### config.mk
export PLATFORM = sky130hd
export DESIGN_NAME = operand_entry
export DESIGN_NICKNAME = d
export VERILOG_FILES = /design/src/rtl/operand_entry.sv
export SDC_FILE = /design/constraint.sdc
export NUM_CORES = 1
export LEC_CHECK = 0
export ABC_AREA = 1
export BUFFER_PORTS_ARGS = -buffer_cell sky130_fd_sc_hd__buf_4
export CAP_MARGIN = 25
export CORE_MARGIN = 5
export CORE_UTILIZATION = 35
export DETAILED_ROUTE_END_ITERATION = 10
export GPL_TIMING_DRIVEN = 1
export PLACE_DENSITY = 0.61
export SYNTH_ARGS = -nofsm -noshare
export SYNTH_HDL_FRONTEND = slang
export SYNTH_SLANG_ARGS = --single-unit
### constraint.sdc
create_clock -name clk -period 1.03 [get_ports clk]
set_input_delay 0.309 -clock clk [delete_from_list [all_inputs] [get_ports clk]]
set_output_delay 0.309 -clock clk [all_outputs]
set_load 0.05 [all_outputs]
### src/rtl/operand_entry.sv
// Operand entry front-end: synchronises and debounces the enter button, then
// steps through A / B / opcode capture. Debounce is built only when OPERAND_ENTRY_DEBOUNCE_EN is defined.
module operand_entry #(
    parameter int DB_LIMIT = 1000000,
    parameter int DB_W     = 20
) (
    input  logic       clk,
    input  logic       reset,
    input  logic [3:0] sw,
    input  logic       btn_enter,
    output logic [3:0] A,
    output logic [3:0] B,
    // "type" is a reserved word in SystemVerilog, hence op_type.
    output logic       op_type,
    output logic [1:0] select,
    output logic       valid,
    output logic [1:0] phase,
    output logic       press
);

    typedef enum logic [1:0] {
        LOAD_A  = 2'b00,
        LOAD_B  = 2'b01,
        LOAD_OP = 2'b10,
        SHOW    = 2'b11
    } state_t;

    state_t     state, state_next;
    logic [3:0] a_next, b_next;
    logic       type_next, valid_next;
    logic [1:0] select_next;

    logic s1, s2;
    logic db_q, db_q_d;

    // NOTE: sequential state uses non-blocking (<=) so every flop samples pre-edge values.
    always_ff @(posedge clk) begin
        if (reset) begin
            s1 <= 1'b0;
            s2 <= 1'b0;
        end else begin
            s1 <= btn_enter;
            s2 <= s1;
        end
    end

`ifdef OPERAND_ENTRY_DEBOUNCE_EN
    logic [DB_W-1:0] db_cnt;

    // db_q only follows s2 after it has disagreed for DB_LIMIT consecutive edges.
    always_ff @(posedge clk) begin
        if (reset) begin
            db_q   <= 1'b0;
            db_cnt <= '0;
        end else if (s2 == db_q) begin
            db_cnt <= '0;
        end else if (db_cnt == DB_W'(DB_LIMIT - 1)) begin
            db_q   <= s2;
            db_cnt <= '0;
        end else begin
            db_cnt <= db_cnt + 1'b1;
        end
    end
`else
    localparam int unused_db_cfg = DB_LIMIT + DB_W;

    assign db_q = s2;
`endif

    always_ff @(posedge clk) begin
        if (reset) db_q_d <= 1'b0;
        else       db_q_d <= db_q;
    end

    assign press = db_q & ~db_q_d;

    always_ff @(posedge clk) begin
        if (reset) begin
            state   <= LOAD_A;
            A       <= '0;
            B       <= '0;
            op_type <= 1'b0;
            select  <= '0;
            valid   <= 1'b0;
        end else begin
            state   <= state_next;
            A       <= a_next;
            B       <= b_next;
            op_type <= type_next;
            select  <= select_next;
            valid   <= valid_next;
        end
    end

    // NOTE: every output of this block gets a default first, so no path can infer a latch.
    always_comb begin
        state_next  = state;
        a_next      = A;
        b_next      = B;
        type_next   = op_type;
        select_next = select;
        valid_next  = valid;
        if (press) begin
            unique case (state)
                LOAD_A: begin
                    a_next     = sw;
                    state_next = LOAD_B;
                end
                LOAD_B: begin
                    b_next     = sw;
                    state_next = LOAD_OP;
                end
                LOAD_OP: begin
                    type_next   = sw[2];
                    select_next = sw[1:0];
                    valid_next  = 1'b1;
                    state_next  = SHOW;
                end
                SHOW: begin
                    valid_next = 1'b0;
                    state_next = LOAD_A;
                end
                default: state_next = LOAD_A;
            endcase
        end
    end

    assign phase = state;

endmodule

==> impl_metrics.toml, run 1 <==
[worst_setup_path]
arrival_ns = 0.95
cp.required_ns = 0.72
endpoint_kind = "output pin"
reg2reg_to = "select[0]"
worstRegToRegCells = 6
r2r_setup_slack_ns = -0.02
crit_path_start_kind = "register"
timing.rr.start = "phase[1]"
critPathKind = "reg2out"
cp_max_fo = 2

[routing]
vias = 703
wirelength_microns = 1670
drc = 0
wire_per_inst_microns = 10.0
first_iter_violations = 11
dr.pass1.iters = 4
ant_nets = 0
vias_per_cell = 4.23

[synth]
synth_cell_types = 8
synthesis.area_sq_um = 731
synthCells = 107
synth_fp_nets = 119
yosysSeqAreaShare = 0.466
yosys_warnings = 0
synth.avg_cell_area_sq_um = 6.83
synth.ff_latch_count = 17

[clock_tree]
worst_skew_pair.late_latency_ns = 0.29
cts_tree = "built"
numCtsBuffers = 3
cts_root_buf = "clkbuf_4"
h-tree-depth = 1
clk_pin_slew_ns = 0.11
cts_buffer_depth = 2
clkSinkCount = 17

[run]
maxCapViolations = 0

[power_and_ir_drop]
swShare = 0.293
p_per_area_nw_per_um2 = 1050
ir_worst_vdd_v = 0.000721
leakagePower_nw = 0.609
p_sw_w = 0.000389
p_clk_frac = 0.270
p_int_w = 0.000942
seqPwrFrac = 0.526
comb_power_share = 0.203

[sta]
max_slew_margin = 0.893
fin_worst_hold_slack_ns = 0.182
fin_crit_ns = 1.26
finalMaxSlewViolations = 0
clock.fmax_mhz = 793
post-route-period-util = 1.22
setup_viol = 16
rsz0062_at_grt = "yes"
skew_ns = 0.00729
hold_viol_final = 0
fin_ws_ns = -0.231
worst_pin_slew_ns = 0.160

[grt]
grt_pass1_vias = 666
grt_max_degree = 11
antenna_found_initial = 0
track_usage = 0.114
grt_pass1_wl_microns = 2860
gr-total-overflow = 0

[placed_design]
post_dp_cell_area_sq_um = 1010
pre_cts_ws_ns = -0.0452
routabilityCongestion = 0.755
numPortBuffers = 21
dp_hpwl_microns = 1200

[finish]
nets = 152
drive_gt1_frac = 0.511
antenna_cells = 0
stdcell_area_sq_um = 1260
syn_to_final_growth_pct = 73.1

[worst_hold_path]
hold_start = "reset"
hold_depth = 2
min_path_type = "in2reg"
hold_end = "db_q"

[floorplanning]
boundaryPins = 22
start_util = 0.369
die_area_sq_um = 3100
coreArea_sq_um = 1980
die_y_microns = 55.7
die_x_microns = 55.7
rows = 16

[outcome]
violations = "negative setup slack"
status = "finished, violations left"
worst max-delay path: stages, from the launching register on:
cell     delay [ns]
dfxtp_4        0.37
inv_4          0.04
nor2_4         0.10
buf_8          0.15
power groups by stage:
stage	clock network, W	logic, W	registers, W
finish	0.000360	0.000270	0.000701
global route	0.000407	0.000293	0.000704
CTS	0.000372	0.000257	0.000698
detailed placement	0	0.000213	0.000705
global placement	0	0.000211	0.000705
floorplan	0	0.0000793	0.000763
placed cells by master (no fill, tap or decap), drive strengths merged:
cell / instances
dfxtp: 17
o21ai: 1
ha: 5
nand2: 29
clkbuf: 3
buf: 29
nand3: 3
clkinv: 1
nor2: 31
inv: 20
worst max-delay path by stage:
stage               startpoint     to  cells after the start
floorplan                 db_q  press                      2
global placement      phase[1]   B[0]                      5
detailed placement    phase[1]   B[0]                      5
CTS                       db_q  press                      3
global route              db_q  press                      3
finish                    db_q  press                      3
metal layers:
metal,wire length [microns],track usage,vias up,share of wire
li1,-,-,372,-
met2,869,0.203,11,0.52
met3,74,0.0255,2,0.044
met5,0,0,-,0
met4,7,0.0521,0,0.0042
met1,715,0.127,318,0.43
synthesized netlist by cell type:
master    count  area (sq um)
nand3_1       3          15.0
o21ai_0       1          5.00
dfxtp_1      17           340
nor2_1       31           116
nand2_1      29           109
clkbuf_4      1          7.51
inv_1        20          75.1
ha_1          5          62.6
area by class of cell:
type,instances,area [sq um]
timing repair buffer,29,330
fill,174,717
clock inverter,1,5.00
clock buffer,3,22.5
inverter,20,85.1
multi-input combinational,69,422
sequential,17,367
tap,27,33.8
timing repair:
action	4_1_cts	5_1_grt
setup endpoints to repair	20	29
resized for setup	43	18
pin swaps	2	6
buffers inserted	3	1
hold buffers	0	0
flip-flops by register name (all words and copies together), names as in the netlist:
signal   flops
op_type      1
db_q_d       1
s1           1
B            4
A            4
valid        1
select       2
db_q         1
phase        2
cell families after synthesis:
family	share of synthesized area
fa+ha+maj	0.0856
compound gates	0.00684
buf+inv	0.113
simple gates	0.329
flops	0.466
metrics by stage:
step                TNS (ns)   util  total power [W]  instances
global placement     -0.0683  0.508         0.000916        158
finish                 -1.34  0.638          0.00133        166
floorplan            -0.0951      -         0.000842        107
CTS                    -1.46  0.610          0.00133        165
detailed placement    -0.117  0.508         0.000919        158
global route           -2.40  0.638          0.00140        166
(Power assumes the default switching activity.)
==> inputs of run 2 (changes only) <==
--- a/config.mk
+++ b/config.mk
@@ -13,6 +13,7 @@
 export DETAILED_ROUTE_END_ITERATION = 10
 export GPL_TIMING_DRIVEN = 1
 export PLACE_DENSITY = 0.61
+export SETUP_SLACK_MARGIN = 0.2
 export SYNTH_ARGS = -nofsm -noshare
 export SYNTH_HDL_FRONTEND = slang
 export SYNTH_SLANG_ARGS = --single-unit
==> run 2 against run 1 <==
Net effect: setup slack better by 0.028 ns; clock power is 3% lower; design area is 0.59% lower; the run still ends with negative setup slack left; die area did not move; core utilization decreased by 0.38 points.
==> impl_metrics.toml, run 2 (synthesized netlist as in run 1, its figures left out) <==
[placed_design]
numPortBuffers = 21
pre_cts_ws_ns = -0.0504
dp_hpwl_microns = 1220
routabilityCongestion = 0.731

[clock_tree]
h-tree-depth = 1
worst_skew_pair.late_latency_ns = 0.28
hold_buffers = 0
cts_root_buf = "clkbuf_4"
numCtsBuffers = 3
clkSinkCount = 17
cts_buffer_depth = 2
cts_tree = "built"
clk_pin_slew_ns = 0.10

[floorplanning]
die_x_microns = 55.7
start_util = 0.369
die_area_sq_um = 3100
rows = 16
die_y_microns = 55.7
boundaryPins = 22
coreArea_sq_um = 1980

[worst_setup_path]
cp_max_fo = 2
timing.rr.start = "phase[0]"
startpoint = "db_q"
arrival_ns = 0.92
slowest_delay_ns = 0.37
crit_path_start_kind = "register"
r2r_setup_slack_ns = -0.03
worstPathCellList = "inv_4 -> nor2_4 -> buf_8"
crit_path_top_delay_cell = "dfxtp_4"
cp.required_ns = 0.72
endpoint_kind = "output pin"
critPathKind = "reg2out"

[run]
maxCapViolations = 0

[finish]
final_common_cell = "nor2_1"
layout_common_cells = "29 x nor2_1, 24 x nand2_1, 17 x inv_1, 14 x buf_4, 13 x buf_8"
drive_gt1_frac = 0.471
top_regs = "A x4, B x4"
antenna_cells = 0
fillers = 181
register_area_sq_um = 367
syn_to_final_growth_pct = 72.1
nets = 153
multiInputGateArea_sq_um = 413

[routing]
wire_per_inst_microns = 10.5
wl_met1_microns = 694
wl_met3_microns = 69
routed.top_layer = "met4"
vias_per_cell = 4.29
vias = 717
first_iter_violations = 8
routed-wl-met2_microns = 976
dr.pass1.iters = 4
ant_nets = 0
drc = 0
wirelength_microns = 1750

[grt]
grt_pass1_vias = 698
track_usage = 0.113
grt_pass1_wl_microns = 2850
gr-total-overflow = 0
grt_max_degree = 11
antenna_found_initial = 0

[sta]
max_slew_margin = 0.817
worst_pin_slew_ns = 0.275
rsz0062_at_grt = "yes"
clock.fmax_mhz = 811
setup_viol = 22
post-route-period-util = 1.20
skew_ns = 0.00992
fin_ws_ns = -0.204
hold_viol_final = 0
finalMaxSlewViolations = 0
fin_crit_ns = 1.23

[power_and_ir_drop]
p_per_area_nw_per_um2 = 1050
total_power_w = 0.00132
leakagePower_nw = 0.614
ir_worst_vdd_v = 0.000614

[outcome]
status = "finished, violations left"
violations = "negative setup slack"

[worst_hold_path]
hold_start = "reset"
min_path_type = "in2reg"
[run 2: cell count changes in the layout (fill, tap and decap cells not counted), sizes merged]
| cell | before | now |
|---|---|---|
| buf | 29 | 30 |
[run 2: final timing paths]
path / end / depth (start not counted)
worst max-delay path: press / 3
worst min-delay path: phase[0] / 2
worst max register to register: select[0] / 6
worst min register to register: db_q / 2
[run 2: critical path: cells and delay by family, from the launching register on]
| family | cells | cell delay, ns |
|---|---|---|
| buffers and inverters | 2 | 0.19 |
| DFF | 1 | 0.37 |
| and+or+nand+nor | 1 | 0.09 |
[run 2: report_power, final]
| part | leakage [nW] | internal (W) | total (W) | switching (W) |
|---|---|---|---|---|
| logic | 0.450 | 0.000120 | 0.000272 | 0.000152 |
| registers | 0.146 | 0.000677 | 0.000699 | 0.0000228 |
| clock network | 0.0177 | 0.000144 | 0.000348 | 0.000204 |
| total | 0.614 | 0.000941 | 0.00132 | 0.000378 |
[run 2: per-layer routing]
metal / global-route usage / up-vias
li1: - / 376
met1: 0.116 / 326
met2: 0.218 / 13
met3: 0.0255 / 2
met4: 0.0417 / 0
met5: 0 / -
[run 2: final cells by class]
class                   count  area share
flip-flops and latches     17       0.292
inverters                  20      0.0657
multi-input cells          69       0.328
well taps                  27      0.0269
clock inverters             1     0.00398
repair buffers             30       0.266
clock buffers               3      0.0179
[run 2: through the flow]
| step | hold WS, ns | instances | utilization | area (sq um) | TNS [ns] |
|---|---|---|---|---|---|
| 2_1_floorplan | 0.371 | 107 | - | 802 | -0.112 |
| 3_3_place_gp | 0.387 | 158 | 0.513 | 1020 | -0.0831 |
| 3_5_place_dp | 0.390 | 158 | 0.513 | 1020 | -0.179 |
| 4_1_cts | 0.186 | 165 | 0.612 | 1210 | -1.48 |
| 5_1_grt | 0.174 | 167 | 0.634 | 1260 | -2.90 |
| 6_report | 0.188 | 167 | 0.634 | 1260 | -1.29 |
[run 2: timing repair]
| item | CTS | global route |
|---|---|---|
| endpoints found under the setup margin | 29 | 29 |
| resized for setup | 36 | 10 |
| setup buffers | 3 | 2 |
| pin swaps | 1 | 4 |
